File: config.mk
export PLATFORM = sky130hd
export DESIGN_NAME = mem_arbiter_icache
export DESIGN_NICKNAME = d
export VERILOG_FILES = /design/src/rtl/mem_arbiter_icache.sv
export SDC_FILE = /design/constraint.sdc
export NUM_CORES = 1
export LEC_CHECK = 0
export CAP_MARGIN = 40
export CORE_AREA = 4 4 134 136
export CTS_BUF_LIST = sky130_fd_sc_hd__clkbuf_8 sky130_fd_sc_hd__clkbuf_16
export CTS_CLUSTER_SIZE = 12
export DETAILED_ROUTE_END_ITERATION = 10
export DIE_AREA = 0 0 138 140
export GPL_TIMING_DRIVEN = 0
export PLACE_DENSITY = 0.48
export RECOVER_POWER = 100
export SETUP_SLACK_MARGIN = 0.4
export SYNTH_ARGS = -nofsm -noshare
export SYNTH_HDL_FRONTEND = slang
export SYNTH_SLANG_ARGS = --single-unit
File: constraint.sdc
create_clock -name clk_in -period 2.2 [get_ports clk_in]
set_clock_uncertainty 0.1 [all_clocks]
set_input_delay 0.44 -clock clk_in [delete_from_list [all_inputs] [get_ports clk_in]]
set_output_delay 0.44 -clock clk_in [all_outputs]
set_load 0.01 [all_outputs]
File: src/rtl/mem_arbiter_icache.sv
// -----------------------------------------------------------------------------
// mem_arbiter_icache
//
// Shares one byte-serial memory-controller task interface between NUM_DP data
// clients and one instruction-fetch client. Fetches are served from a
// direct-mapped, one-word-per-line instruction cache when it hits. Otherwise
// they compete with the data ports for the controller. Data ports always beat
// an instruction miss. Among the data ports the winner is either the lowest
// index (ARB_RR = 0) or the first requester at or after a rotating pointer
// (ARB_RR = 1).
//
// Build option:
//   MEM_ARB_ICACHE_EN  defined   -> instruction cache storage present
//                      undefined -> no storage, every fetch is a miss
//
// Ports:
//   clk_in, rst_in     clock, synchronous active-high reset
//   rdy_in             global ready; low freezes state and blocks grants
//   clear_in           pipeline flush; blocks issue, drops in-flight responses
//   inst_*             fetch request/grant and instruction response
//   dp_*               per-port data requests (packed, port k at slice k),
//                      one-hot grant/valid, shared load data
//   mc_*               task issue to, and completion from, the controller
// -----------------------------------------------------------------------------
module mem_arbiter_icache #(
    parameter int NUM_DP       = 2,
    parameter int ICACHE_IDX_W = 6,
    parameter int ARB_RR       = 0
) (
    input  logic                  clk_in,
    input  logic                  rst_in,
    input  logic                  rdy_in,
    input  logic                  clear_in,

    input  logic                  inst_req,
    input  logic [31:0]           inst_addr,
    output logic                  inst_grant,
    output logic                  inst_valid,
    output logic [31:0]           inst_data,

    input  logic [NUM_DP-1:0]     dp_req,
    input  logic [NUM_DP-1:0]     dp_write,
    input  logic [32*NUM_DP-1:0]  dp_addr,
    input  logic [32*NUM_DP-1:0]  dp_wdata,
    input  logic [3*NUM_DP-1:0]   dp_type,
    output logic [NUM_DP-1:0]     dp_grant,
    output logic [NUM_DP-1:0]     dp_valid,
    output logic [31:0]           dp_rdata,

    output logic                  mc_new_task,
    output logic                  mc_is_write,
    output logic [31:0]           mc_addr,
    output logic [31:0]           mc_wdata,
    output logic [2:0]            mc_type,
    input  logic                  mc_busy,
    input  logic                  mc_done,
    input  logic [31:0]           mc_rdata
);

    localparam int DP_W = (NUM_DP > 1) ? $clog2(NUM_DP) : 1;

    typedef enum logic {
        S_IDLE,
        S_BUSY
    } state_e;

    typedef enum logic [1:0] {
        OWN_NONE,
        OWN_INST,
        OWN_DP
    } owner_e;

    state_e            state_q, state_d;
    owner_e            owner_q, owner_d;
    logic [DP_W-1:0]   owner_idx_q, owner_idx_d;
    logic              drop_q, drop_d;
    logic [DP_W-1:0]   rr_ptr_q, rr_ptr_d;

    logic              active;
    logic              hit_raw;
    logic [31:0]       hit_line;
    logic              dp_found;
    logic [DP_W-1:0]   dp_win;
    logic [DP_W-1:0]   scan_idx;

    // Reset and rdy_in both silence every combinational output.
    assign active = rdy_in && !rst_in;

    // -------------------------------------------------------------------------
    // Data-port winner. Round-robin scans from rr_ptr_q, fixed scans from 0.
    // -------------------------------------------------------------------------
    always_comb begin
        dp_found = 1'b0;
        dp_win   = '0;
        scan_idx = '0;
        for (int i = 0; i < NUM_DP; i++) begin
            if (ARB_RR != 0) scan_idx = DP_W'((int'(rr_ptr_q) + i) % NUM_DP);
            else             scan_idx = DP_W'(i);
            if (!dp_found && dp_req[scan_idx]) begin
                dp_found = 1'b1;
                dp_win   = scan_idx;
            end
        end
    end

    // -------------------------------------------------------------------------
    // Instruction cache storage
    // -------------------------------------------------------------------------
`ifdef MEM_ARB_ICACHE_EN
    localparam int LINES = 1 << ICACHE_IDX_W;
    localparam int TAG_W = 30 - ICACHE_IDX_W;

    logic [LINES-1:0]        line_valid_q;
    logic [TAG_W-1:0]        line_tag_q  [LINES];
    logic [31:0]             line_data_q [LINES];
    logic [29:0]             fill_word_q;
    logic                    fill_we;
    logic                    miss_issue;
    logic [ICACHE_IDX_W-1:0] fetch_idx;
    logic [ICACHE_IDX_W-1:0] fill_idx;

    assign fetch_idx  = inst_addr[2 +: ICACHE_IDX_W];
    assign fill_idx   = fill_word_q[ICACHE_IDX_W-1:0];
    // The lookup reads the registered arrays, so a fill landing this cycle is
    // invisible to a hit test in the same cycle.
    assign hit_raw    = line_valid_q[fetch_idx] &&
                        (line_tag_q[fetch_idx] == inst_addr[31 -: TAG_W]);
    assign hit_line   = line_data_q[fetch_idx];
    assign miss_issue = (state_q == S_IDLE) && (owner_d == OWN_INST);
    // Fills happen even when the response is being dropped by a clear.
    assign fill_we    = active && (state_q == S_BUSY) &&
                        (owner_q == OWN_INST) && mc_done;

    always_ff @(posedge clk_in) begin
        if (rst_in)       line_valid_q <= '0;
        else if (fill_we) line_valid_q[fill_idx] <= 1'b1;
    end

    // NOTE: only the valid bits need reset; tag/data contents are never
    // observed while their valid bit is clear, so the arrays stay reset-free.
    always_ff @(posedge clk_in) begin
        if (fill_we) begin
            line_tag_q[fill_idx]  <= fill_word_q[29 -: TAG_W];
            line_data_q[fill_idx] <= mc_rdata;
        end
    end

    // Miss address is held for the fill because inst_addr may move on.
    always_ff @(posedge clk_in) begin
        if (miss_issue) fill_word_q <= inst_addr[31:2];
    end
`else
    assign hit_raw  = 1'b0;
    assign hit_line = '0;
`endif

    // -------------------------------------------------------------------------
    // Next state and outputs
    // -------------------------------------------------------------------------
    // NOTE: every output and next-state value gets a default before the case
    // so no path leaves a variable unassigned, which would infer a latch.
    always_comb begin
        state_d     = state_q;
        owner_d     = owner_q;
        owner_idx_d = owner_idx_q;
        drop_d      = drop_q;
        rr_ptr_d    = rr_ptr_q;

        inst_grant  = 1'b0;
        inst_valid  = 1'b0;
        inst_data   = '0;
        dp_grant    = '0;
        dp_valid    = '0;
        dp_rdata    = '0;
        mc_new_task = 1'b0;
        mc_is_write = 1'b0;
        mc_addr     = '0;
        mc_wdata    = '0;
        mc_type     = '0;

        // Hits are served in any state, clear or not.
        if (active && inst_req && hit_raw) begin
            inst_grant = 1'b1;
            inst_valid = 1'b1;
            inst_data  = hit_line;
        end

        case (state_q)
            S_IDLE: begin
                if (active && !mc_busy && !clear_in) begin
                    if (dp_found) begin
                        dp_grant[dp_win] = 1'b1;
                        mc_new_task      = 1'b1;
                        mc_is_write      = dp_write[dp_win];
                        mc_addr          = dp_addr[32*int'(dp_win) +: 32];
                        mc_wdata         = dp_wdata[32*int'(dp_win) +: 32];
                        mc_type          = dp_type[3*int'(dp_win) +: 3];
                        owner_d          = OWN_DP;
                        owner_idx_d      = dp_win;
                        rr_ptr_d         = (dp_win == DP_W'(NUM_DP - 1)) ? '0 : dp_win + 1'b1;
                        state_d          = S_BUSY;
                    end else if (inst_req && !hit_raw) begin
                        inst_grant  = 1'b1;
                        mc_new_task = 1'b1;
                        mc_addr     = inst_addr;
                        mc_type     = 3'b010;
                        owner_d     = OWN_INST;
                        state_d     = S_BUSY;
                    end
                end
            end
            S_BUSY: begin
                if (active) begin
                    if (clear_in) drop_d = 1'b1;
                    if (mc_done) begin
                        // A clear on the completion cycle itself also drops.
                        if (!drop_q && !clear_in) begin
                            if (owner_q == OWN_DP) begin
                                dp_valid[owner_idx_q] = 1'b1;
                                dp_rdata              = mc_rdata;
                            end else if (owner_q == OWN_INST) begin
                                // Fill response overrides a same-cycle hit.
                                inst_valid = 1'b1;
                                inst_data  = mc_rdata;
                            end
                        end
                        state_d = S_IDLE;
                        owner_d = OWN_NONE;
                        drop_d  = 1'b0;
                    end
                end
            end
            default: ;
        endcase
    end

    // NOTE: state registers use non-blocking assignments so every flop samples
    // its pre-edge inputs, independent of statement order.
    always_ff @(posedge clk_in) begin
        if (rst_in) begin
            state_q     <= S_IDLE;
            owner_q     <= OWN_NONE;
            owner_idx_q <= '0;
            drop_q      <= 1'b0;
            rr_ptr_q    <= '0;
        end else begin
            state_q     <= state_d;
            owner_q     <= owner_d;
            owner_idx_q <= owner_idx_d;
            drop_q      <= drop_d;
            rr_ptr_q    <= rr_ptr_d;
        end
    end

endmodule

== Word level (Yosys, flattened, before mapping) ==
Index checks and enable logic that the tools add are counted.
Word-level totals
  register bits after elaboration: 5
  input port bits: 209
  output and inout bits: 139
  logic and storage cells: 101
Cells by class
  $mul: 1
  $lt $le $gt $ge: 4
  equal/unequal tests: 6
  shift-type cells: 3
  muxes and demuxes: 66
  bitwise logic cells: 1
  reduce and logical (&&, ||, !) cells: 16
Operator list (count)
  32-bit 2-to-1 mux: 18
  64-bit by 7-bit variable part select with 32-bit output: 2
  2-bit 2-to-1 mux: 14
  1-bit 2-to-1 mux: 27
  3-bit 2-to-1 mux: 3
  1-bit logical AND: 7
  3-bit AND reduction: 2
  6-bit by 4-bit variable part select with 3-bit output: 1
  1-bit zero test: 5
  1-bit by 2-bit less-than comparator with 1-bit output, second input constant: 2
  2-bit != test, second input constant: 2
  2-bit one-hot mux with 2 select lines: 1
  4-bit AND reduction: 1
  2-bit by 1-bit multiplier with 3-bit output, first input constant: 1
  3-bit != test, second input constant: 1
  1-bit demux with 1-bit select: 2
  2-bit by 1-bit equality test with 1-bit output, second input constant: 1
  2-bit equality test, second input constant: 1
  1-bit greater-or-equal comparator, second input constant: 2
  2-bit by 1-bit != test with 1-bit output, second input constant: 1
  1-bit one-hot mux with 2 select lines: 1
  2-bit nonzero test: 1
  1-bit inverter: 1

== Depth between registers and ports, before layout ==
  depth after elaboration: 11
  depth in mapped cells: 6

== Least setup slack after synthesis ==
Ideal clock, no wire load.
  path kind: in2out
  from: input port rst_in
  to: output port mc_wdata[10]
  arrival: 1546 ps
  required time: 1660 ps
  slack: 114 ps
  stages: 5
  buffers on the path: 2
  path through: or4_4 -> nor2_4 -> buf_6 -> buf_6 -> a22o_1
On the way
  word-level cells in the longest chain between the ends: 6
RTL lines
  start: declaration: line 31  | input logic rst_in,
  1-bit zero test: line 87  | assign active = rdy_in && !rst_in;
  1-bit logical AND: line 87
  1-bit logical AND (2 in a row): line 190  | if (active && !mc_busy && !clear_in) begin
  32-bit 2-to-1 mux: line 190
  32-bit 2-to-1 mux: line 188  | case (state_q)
  end: declaration: line 53  | output logic [31:0] mc_wdata,
Every way passes these cells.

== Worst setup path in the final report ==
  from: input port rst_in
  to: output port mc_wdata[23]
The elaborated chain is that of the path after synthesis.

==> out/qor.txt <==
P_int -> 0.761 mW
Comb pwr share -> 0.613
max-slew violations -> 0
routed vias -> 3625
Crit path required time -> 1.66 ns
Max Freq -> 412 MHz
CTS tree -> yes
endpoints failing hold -> 0
share of power burned in registers -> 0.093
Post-Syn Area -> 1740 µm²
CP Max Fanout -> 6
clk sink count -> 5
WHS -> 0.346 ns
CP Capture Type -> output port
Pleak -> 2.99 nW
Hold Path Stages -> 2
Diodes inserted -> 0
Clock power frac -> 0.294
Post-Layout Inst Area -> 6850 µm²
Placer Congestion -> 0.844
htree depth -> 1
Worst path slowest cell -> or4_4
synth warn -> 0
post-synthesis simple-gate area fraction -> 0.341
Critical Path Source Type -> primary input
multi-input logic area -> 1910 µm²
count of input and output buffers -> 346
total negative slack -> -15.60 ns
Total Power -> 1.02 mW
switching share of power -> 0.254
failing checks -> setup timing
min Tclk post-route -> 2.43 ns
crit-path cells -> buf_12 -> or4_4 -> nor2_4 -> buf_8 -> buf_12 -> buf_16 -> a22o_1 -> buf_2
Chip Width -> 138 µm
root buf cell -> clkbuf_16
top cells by area, synth -> and2_1, a22o_1, o2bb2ai_1
final cell count without fillers -> 868
worst path arrival time -> 1.89 ns
NetSw -> 0.259 mW
clock insertion delay at the later pin of the skew report -> 0.23 ns
Rel. slew slack -> 0.757
WL final -> 15100 µm
# IOs -> 348
post-DP HPWL -> 11700 µm
Gate Count Post-Synth -> 232
Synth Area in Adders -> 0
cts bufs inserted -> 3
GR Util All Layers -> 0.143
layout net count -> 853
share of layout cells above drive strength 1 -> 0.512
max_cap viols -> 0
fin util -> 0.405
sequential-to-total area share from yosys stat -> 0.0577
syn_nets -> 441
ANT nets after route -> 0
mean area per synthesized cell -> 7.48 µm²
Clock transition at path regs -> 0.04 ns
DR WL/cell -> 17.4 µm
Peak supply drop -> 0.222 mV
Pre-antenna DRT Iters -> 4
status -> finished, violations left
initial DRC count -> 99
critical path's largest stage delay -> 0.57 ns
Register Area -> 104 µm²
Worst Tran Pin Value -> 0.364 ns
Area growth syn-to-layout -> 295%
XOR/XNOR share of the synthesized area -> 0
full die area -> 19300 µm²
Synth Area in Compound Gates -> 0.497
r2r startpoint -> state_q
row count -> 48
GRT overflow -> 0
worst hold path class -> in -> reg
via density per instance -> 4.18
core area -> 16900 µm²
Setup CP Type -> in -> out
vias in the first global route -> 3907
most used cell, CP -> buf_12
Yosys cell types -> 31
die height -> 140 µm
largest net degree at the start of global routing -> 11
final setup vio count -> 130
Yosys top cell area share -> 0.234
largest area contributor in the netlist -> and2_1
post-synthesis register bit count -> 5
Post-DP Area -> 5620 µm²
initial core utilization -> 0.102
global-route wire length before repair -> 22600 µm
drt drc -> 0
final setup margin -> -0.229 ns
CP startpoint -> rst_in
crit share post-route -> 1.10
proportion of synthesized area in mux cells -> 0
antenna violations before repair -> 1
hold path start -> rst_in
Fillers -> 1686
DP Cell Count -> 803
R2R cell count -> 7
power density cells -> 149 nW/µm²
largest family of logic cells by synthesized area -> compound AO/OA/AOI/OAI gates
clock buffer depth -> 2
RSZ-0062 raised after global routing -> true
pre-CTS setup slack -> -1.33 ns
-- state kept, by name (all words and copies together), names as in the netlist --
signal	flops
state_q	1
owner_idx_q	1
drop_q	1
owner_q	2
-- power groups by stage --
stage / combinational [mW] / clock (mW) / sequential [mW]
5_1_grt: 0.664 / 0.321 / 0.0949
4_1_cts: 0.599 / 0.307 / 0.0947
6_report: 0.626 / 0.300 / 0.0946
2_1_floorplan: 0.102 / 0 / 0.0966
3_3_place_gp: 0.553 / 0 / 0.0971
3_5_place_dp: 0.558 / 0 / 0.0972
-- layer usage --
metal,track usage,part of all wire,up-vias,routed length (µm)
li1,-,-,1721,-
met1,0.156,0.37,1670,5570
met2,0.277,0.54,218,8110
met3,0.0423,0.080,14,1210
met4,0.0239,0.013,2,195
met5,0,0.0013,-,20
-- path summary, 6_finish.rpt --
kind,end,slack [ns]
max,mc_wdata[23],-0.23
min,owner_q[1],0.35
max reg2reg,owner_q[1],0.53
min reg2reg,drop_q,0.40
-- kinds of logic (layout without fill, tap and decap cells) --
kind of cell,after synthesis,in the layout
AO/OA/AOI/OAI,103,103
buffers and inverters,35,446
flip-flops,5,5
AND/OR/NAND/NOR,89,89
-- layout by cell type, fill, tap and decap left out, types with 2 or more instances in the layout --
| cell type | synthesis | layout |
|---|---|---|
| dlygate4sd2_1 | 0 | 2 |
| buf_4 | 3 | 18 |
| o2bb2ai_2 | 0 | 17 |
| clkbuf_4 | 0 | 3 |
| and3_1 | 2 | 2 |
| nor3_1 | 4 | 4 |
| buf_6 | 3 | 99 |
| buf_12 | 0 | 11 |
| clkbuf_8 | 0 | 7 |
| a221o_1 | 5 | 5 |
| dfxtp_1 | 5 | 4 |
| a22oi_1 | 28 | 27 |
| clkbuf_16 | 0 | 5 |
| buf_2 | 12 | 68 |
| clkdlybuf4s50_1 | 0 | 200 |
| o2bb2ai_4 | 0 | 10 |
| buf_16 | 0 | 7 |
| and2_1 | 65 | 16 |
| clkdlybuf4s15_2 | 0 | 4 |
| buf_8 | 0 | 14 |
| and2_4 | 0 | 49 |
| inv_1 | 6 | 6 |
| a22o_1 | 35 | 35 |
| nand2_1 | 5 | 4 |
| a31oi_1 | 2 | 2 |
| nor4_4 | 1 | 2 |
-- what timing repair did --
action | CTS | global route
pin swaps | 56 | 25
setup buffers | 33 | 11
setup endpoints to repair | 143 | 139
cloned | 15 | 2
hold buffers | 0 | 0
resized for setup | 769 | 58
-- worst max-delay path, delay by kind of cell --
kind / cells / cell delay (ns)
AO/OA/AOI/OAI: 1 / 0.13
buffers and inverters: 5 / 0.62
AND/OR/NAND/NOR: 2 / 0.70
-- synthesized netlist by cell type --
cell type	count
a31o_2	1
a221o_1	5
nor2b_1	3
o311ai_0	1
nand2b_1	1
nor3_1	4
a21oi_1	1
and4_1	1
a31oi_1	2
nor2_4	1
nand3_1	1
and2_1	65
a22o_1	35
nor4b_4	1
dfxtp_1	5
and3_1	2
nor4_2	1
clkbuf_1	11
o21bai_1	1
buf_4	3
or4_4	1
nand2_1	5
inv_1	6
o32ai_1	1
o2bb2ai_1	28
a22oi_1	28
buf_2	12
nor2_1	1
buf_6	3
nor4_4	1
or3_4	1
-- area by class of cell --
class / count / share of cell area
plain buffers: 29 / 0.0562
clock buffers: 3 / 0.0110
well taps: 225 / 0.0411
clock inverters: 1 / 0.000730
flip-flops and latches: 5 / 0.0152
repair buffers: 407 / 0.593
inverters: 6 / 0.00329
multi-input cells: 192 / 0.279
Power figures use the tool's default switching activity.
